--- src/rtl/uart_frame_pkg.sv ---
// uart_frame_pkg: types and constants shared by the
// UART frame decoder and the host-side frame encoder.
package uart_frame_pkg;

  typedef enum logic [2:0] {
    IDLE,
    CMD,
    ADDR,
    DATA,
    CHK
  } state_t;

  localparam logic [7:0] SYNC_DEFAULT = 8'hA5;

  // command byte fields
  localparam int CMD_WR_BIT = 0;

  // byte counter covers 1..4 bytes per field
  localparam int BCNT_W = 2;

endpackage

--- src/rtl/uart_frame_timeout.sv ---
// uart_frame_timeout: inter-byte idle counter.
// Reloads to zero on clear or when disabled; pulses expire at LIMIT-1.
module uart_frame_timeout
  import uart_frame_pkg::*;
#(
  parameter int LIMIT = 52080
) (
  input  logic clk,
  input  logic rstn,
  input  logic clear,
  input  logic enable,
  output logic expire
);

  localparam int W = $clog2(LIMIT + 1);

  logic [W-1:0] cnt_q;

  assign expire = enable & ~clear &
                  (cnt_q == W'(LIMIT - 1));

  // count idle clocks while a frame is open
  always_ff @(posedge clk or negedge rstn) begin
    if (!rstn) begin
      cnt_q <= '0;
    end else if (clear | ~enable | expire) begin
      cnt_q <= '0;
    end else begin
      cnt_q <= cnt_q + 1'b1;
    end
  end

endmodule

--- src/rtl/uart_frame_decoder.sv ---
// uart_frame_decoder: reassembles sync/cmd/addr/data[/chk] byte frames.
// Define UART_FRAME_CHECKSUM_EN to require and verify the trailing XOR byte.
module uart_frame_decoder
  import uart_frame_pkg::*;
#(
  parameter logic [7:0] SYNC_BYTE      = SYNC_DEFAULT,
  parameter int         ADDR_BYTES     = 2,
  parameter int         DATA_BYTES     = 1,
  parameter int         TIMEOUT_CLOCKS = 52080
) (
  input  logic                    clk,
  input  logic                    rstn,
  input  logic [7:0]              byte_in,
  input  logic                    byte_valid,
  output logic [7:0]              frame_cmd,
  output logic [8*ADDR_BYTES-1:0] frame_addr,
  output logic [8*DATA_BYTES-1:0] frame_data,
  output logic                    frame_valid,
  input  logic                    frame_ready,
  output logic                    chk_err,
  output logic                    timeout_err,
  output logic                    overrun_err
);

  localparam int AW = 8 * ADDR_BYTES;
  localparam int DW = 8 * DATA_BYTES;

  state_t            state_q, state_d;
  logic [BCNT_W-1:0] bcnt_q, bcnt_d;
  logic [7:0]        cmd_q, cmd_d;
  logic [AW-1:0]     addr_q, addr_d;
  logic [DW-1:0]     data_q, data_d;
  logic              done;
  logic              expire;
  logic              load;

`ifdef UART_FRAME_CHECKSUM_EN
  logic [7:0] acc_q, acc_d;
  logic       bad;
  logic       chk_q;
`endif

  uart_frame_timeout #(
    .LIMIT (TIMEOUT_CLOCKS)
  ) u_timeout (
    .clk    (clk),
    .rstn   (rstn),
    .clear  (byte_valid),
    .enable (state_q != IDLE),
    .expire (expire)
  );

  // an overrun-free completion: register empty or being drained now
  assign load = done & (~frame_valid | frame_ready);

  // next state and field shifting for each received byte
  always_comb begin
    state_d = state_q;
    bcnt_d  = bcnt_q;
    cmd_d   = cmd_q;
    addr_d  = addr_q;
    data_d  = data_q;
    done    = 1'b0;
`ifdef UART_FRAME_CHECKSUM_EN
    acc_d   = acc_q;
    bad     = 1'b0;
`endif
    if (expire) begin
      state_d = IDLE;
      bcnt_d  = '0;
`ifdef UART_FRAME_CHECKSUM_EN
      acc_d   = '0;
`endif
    end else if (byte_valid) begin
      unique case (state_q)
        IDLE: begin
          if (byte_in == SYNC_BYTE) begin
            state_d = CMD;
            bcnt_d  = '0;
`ifdef UART_FRAME_CHECKSUM_EN
            acc_d   = '0;
`endif
          end
        end
        CMD: begin
          cmd_d   = byte_in;
          state_d = ADDR;
`ifdef UART_FRAME_CHECKSUM_EN
          acc_d   = byte_in;
`endif
        end
        ADDR: begin
          addr_d      = addr_q << 8;
          addr_d[7:0] = byte_in;
`ifdef UART_FRAME_CHECKSUM_EN
          acc_d       = acc_q ^ byte_in;
`endif
          if (bcnt_q == BCNT_W'(ADDR_BYTES - 1)) begin
            bcnt_d  = '0;
            state_d = DATA;
          end else begin
            bcnt_d = bcnt_q + 1'b1;
          end
        end
        DATA: begin
          data_d      = data_q << 8;
          data_d[7:0] = byte_in;
`ifdef UART_FRAME_CHECKSUM_EN
          acc_d       = acc_q ^ byte_in;
`endif
          if (bcnt_q == BCNT_W'(DATA_BYTES - 1)) begin
            bcnt_d  = '0;
`ifdef UART_FRAME_CHECKSUM_EN
            state_d = CHK;
`else
            state_d = IDLE;
            done    = 1'b1;
`endif
          end else begin
            bcnt_d = bcnt_q + 1'b1;
          end
        end
`ifdef UART_FRAME_CHECKSUM_EN
        CHK: begin
          state_d = IDLE;
          if (byte_in == acc_q) begin
            done = 1'b1;
          end else begin
            bad = 1'b1;
          end
        end
`endif
        default: begin
          state_d = IDLE;
        end
      endcase
    end
  end

  // FSM and field shift registers
  always_ff @(posedge clk or negedge rstn) begin
    if (!rstn) begin
      state_q <= IDLE;
      bcnt_q  <= '0;
      cmd_q   <= '0;
      addr_q  <= '0;
      data_q  <= '0;
    end else begin
      state_q <= state_d;
      bcnt_q  <= bcnt_d;
      cmd_q   <= cmd_d;
      addr_q  <= addr_d;
      data_q  <= data_d;
    end
  end

  // output register, handshake and status pulses
  always_ff @(posedge clk or negedge rstn) begin
    if (!rstn) begin
      frame_valid <= 1'b0;
      frame_cmd   <= '0;
      frame_addr  <= '0;
      frame_data  <= '0;
      overrun_err <= 1'b0;
      timeout_err <= 1'b0;
    end else begin
      if (load) begin
        frame_valid <= 1'b1;
        frame_cmd   <= cmd_q;
        frame_addr  <= addr_q;
        frame_data  <= data_d;
      end else if (frame_valid & frame_ready) begin
        frame_valid <= 1'b0;
      end
      overrun_err <= done & frame_valid & ~frame_ready;
      timeout_err <= expire;
    end
  end

`ifdef UART_FRAME_CHECKSUM_EN
  // checksum accumulator and mismatch pulse
  always_ff @(posedge clk or negedge rstn) begin
    if (!rstn) begin
      acc_q <= '0;
      chk_q <= 1'b0;
    end else begin
      acc_q <= acc_d;
      chk_q <= bad;
    end
  end

  assign chk_err = chk_q;
`else
  assign chk_err = 1'b0;
`endif

endmodule

--- config.mk ---
export PLATFORM = sky130hd
export DESIGN_NAME = uart_frame_decoder
export DESIGN_NICKNAME = d
export VERILOG_FILES = /design/src/rtl/uart_frame_pkg.sv /design/src/rtl/uart_frame_timeout.sv /design/src/rtl/uart_frame_decoder.sv
export SDC_FILE = /design/constraint.sdc
export NUM_CORES = 1
export LEC_CHECK = 0
export BUFFER_PORTS_ARGS = -buffer_cell sky130_fd_sc_hd__buf_2
export CORE_UTILIZATION = 45
export DETAILED_ROUTE_END_ITERATION = 10
export PLACE_DENSITY_LB_ADDON = 0.12
export SLEW_MARGIN = 0
export SYNTH_ARGS = -nofsm -noshare
export SYNTH_HDL_FRONTEND = slang
export SYNTH_SLANG_ARGS = --single-unit
export TNS_END_PERCENT = 50
--- constraint.sdc ---
create_clock -name clk -period 5.7 [get_ports clk]
set_input_delay 1.14 -clock clk [delete_from_list [all_inputs] [get_ports clk]]
set_output_delay 1.14 -clock clk [all_outputs]
set_load 0.02 [all_outputs]
==> reports/metrics.cfg <==
[global_route]
wire_length_of_the_first_global_routing_pass_um=10800
use_met1_pct=24.5
grt_use_met3_pct=3.81
pin_count_of_the_biggest_net_entering_global_routing=88
grt_overflow_total=0
overall_routing_resource_usage_pct=16.8
grt_pass1_vias=2164
grt_antenna_before_repair=0
grt_util_met2_pct=24.4
grt-busiest-layer=met1

[clock_network]
htree_num_levels=3
numCtsBuffers=9
path_clk_slew_ns=0.09
cts_max_path_buffers=2
tritoncts_num_sinks=87
post_cts_resized=0
post_cts_hold_fix_bufs=0
postCtsSetupRepairBufs=0
cts_tree=done
cts_root_buffer=sky130_fd_sc_hd__clkbuf_8
clock_insertion_delay_worst_skew_ns=0.35

[place]
pre_cts_slack_ns=2.88
placed_cells=407
port_buffers=46
dp_hpwl_um=4130
finalWeightedCongestion=0.776

[power_and_ir_drop]
sequentialPowerShare_pct=47.1
clock_power_share_pct=19.0
worst_ir_drop_vdd_uv=245
p_int_mw=1.38
power_switching_uw=730
power.share.switching_pct=34.7
power.leakage_nw=1.91
cellPowerDensity_nw_per_um2=510
p_total_mw=2.11
proportion_of_power_drawn_by_combinational_gates_pct=34.0

[critical_path]
kind_of_critical_path=in2reg
setup.worst_path.end_class=flip-flop
max_stage_delay_cell_worst_path=sky130_fd_sc_hd__or4b_2
critical_path_buf_inv_count=1
r2r_cells=4
rr_startpoint=u_timeout.cnt_q[7]
cp.arrival_ns=2.68
worst_path_largest_cell_delay_ns=0.69
crit_end=bcnt_q[0]
r2r_slack_ns=3.70
ordered_cell_list_for_the_critical_path=buf_2 > or4b_2 > o21ai_1 > a21oi_1 > a211oi_1
worstSetupPathDepth=5
rr_endpoint=state_q[0]
timing.critical_path.fanout_max=7
path_delay_family=compound AO/OA/AOI/OAI gates
timing.critical_path.required_ns=5.96
crit_path_start=byte_in[6]
start_kind=input port

[synthesis]
synth-edff-count=0
ys_seq_elements=87
synth_sequential_area_ratio_pct=60.1
netlist.top_cell.by_area=sky130_fd_sc_hd__dfrtp_1
synth_top_cells_by_count=sky130_fd_sc_hd__dfrtp_1 (87), sky130_fd_sc_hd__mux2_2 (61), sky130_fd_sc_hd__nor2_1 (19)
post-synth-top-count-cell=sky130_fd_sc_hd__dfrtp_1
synthArstFlopShare_pct=100
post_synth_instance_area_um2=3620
total_of_warnings_raised_by_yosys=0
synthTopCellsByArea=sky130_fd_sc_hd__dfrtp_1 (60%), sky130_fd_sc_hd__mux2_2 (19%), sky130_fd_sc_hd__xnor2_1 (2.9%)
synth_cells=266
synth_top_cell_area_share_pct=60.1
postSynthNetCount=286
synth-main-ff-cell=sky130_fd_sc_hd__dfrtp_1
syn_area_per_cell_um2=13.6
synth_cell_type_count=35

[floorplan]
die_h_um=91.7
effective_utilization_at_floorplan_pct=46.6
die_w_um=91.7
die_area_um2=8410
core_area_um2=7770
core.rowCount=32
num_io_pins=48

[sta]
slew_violations=0
final.setup.worst_slack_ns=3.28
setup_viols_final=0
fin_skew_ns=0.0149
maxClockFrequency_ghz=0.413
max_slew_headroom_pct=28.3
rsz0062_at_grt=false
period_needed_ns=2.42
worst_hold_slack_ns=0.490
final.setup.tns_ns=0
max_slew.worst_pin.slew_ns=1.08
layout_worst_path_cycle_share_pct=42.5
hold_viol=0

[layout]
final_cells=423
drive_above_1_share_pct=40.2
flow.area_growth_from_synthesis_pct=14.1
finalNetCount=336
antennaDiodeCount=0

[run_status]
run_status=complete, no violations

[routing]
detailroute.via_count=2154
detail_route.iter0.violations=74
wl_um=6250
dr.pass1.iters=4
remaining_drc_errors=0
vias_per_cell=5.09
antenna_violating_nets_post_route=0
wl_per_cell_um=14.8

[flow_run]
maxCapViolations=0

[min_path]
min_path_type=reg2reg

[power by group through the flow]
stage	Combinational [mW]	Sequential [mW]	Clock, mW
CTS	0.729	0.994	0.420
global route	0.786	1.03	0.442
floorplan	0.385	1.12	0
global placement	0.713	0.999	0
detailed placement	0.728	1.01	0
finish	0.716	0.992	0.400
[cell usage in the layout, fill, tap and decap left out, types with 2 or more instances in the layout]
cell and n:
sky130_fd_sc_hd__nor3_1 9, sky130_fd_sc_hd__mux2_2 61, sky130_fd_sc_hd__xnor2_1 12, sky130_fd_sc_hd__nand4_1 5
sky130_fd_sc_hd__clkinvlp_4 2, sky130_fd_sc_hd__inv_6 3, sky130_fd_sc_hd__a21oi_1 4, sky130_fd_sc_hd__clkbuf_8 10
sky130_fd_sc_hd__buf_4 2, sky130_fd_sc_hd__xor2_1 2, sky130_fd_sc_hd__and3_1 3, sky130_fd_sc_hd__mux2_1 3
sky130_fd_sc_hd__nand2b_1 3, sky130_fd_sc_hd__ha_1 8, sky130_fd_sc_hd__dfrtp_1 87, sky130_fd_sc_hd__nand3_1 7
sky130_fd_sc_hd__buf_2 45, sky130_fd_sc_hd__nor2_1 19, sky130_fd_sc_hd__nand2_1 10, sky130_fd_sc_hd__inv_1 7
sky130_fd_sc_hd__nor4_1 3
[layout make-up]
class	instances	area, um^2
well taps	102	128
clock buffers	10	138
multi-input cells	164	1370
repair buffers	47	240
fillers	700	3640
inverters	7	26.3
flip-flops and latches	87	2180
clock inverters	6	50.0
[registers in the layout (all words and copies together), names as in the netlist, 2 cells and up]
signal           flops
u_timeout.cnt_q     16
state_q              2
data_q               8
frame_cmd            8
addr_q              16
bcnt_q               2
frame_data           8
cmd_q                8
frame_addr          16
[how the worst min path moves through the flow]
stage                            start            endpoint  slack (ns)  depth (start not counted)
detailed placement      frame_addr[11]      frame_addr[11]        0.48                          1
floorplan           u_timeout.cnt_q[0]  u_timeout.cnt_q[0]        0.45                          1
global placement        frame_addr[11]      frame_addr[11]        0.46                          1
global route                 data_q[0]           data_q[0]        0.51                          1
finish              u_timeout.cnt_q[0]  u_timeout.cnt_q[0]        0.49                          1
CTS                 u_timeout.cnt_q[0]  u_timeout.cnt_q[0]        0.50                          1
[logic make-up after synthesis]
kind of cell / Yosys count / share of synthesized area [%]
XOR/XNOR: 14 / 3.39
buffers and inverters: 15 / 2.01
AO/OA/AOI/OAI: 10 / 1.83
flip-flops: 87 / 60.1
other: 1 / 0.104
adder cells (fa/ha/maj): 8 / 2.77
AND/OR/NAND/NOR: 67 / 9.85
multiplexers: 64 / 19.9
[through the flow]
stage	utilization [%]	area [um^2]
floorplan	-	3620
global placement	50.8	3940
detailed placement	50.8	3940
CTS	53.2	4130
global route	53.2	4130
finish	53.2	4130
[routing by layer]
layer | wire length [um] | part of all wire [%]
met4 | 80 | 1.3
met5 | 0 | 0
met3 | 224 | 3.6
met1 | 3190 | 51
met2 | 2760 | 44
No activity file was read; power rests on OpenSTA's default activity.
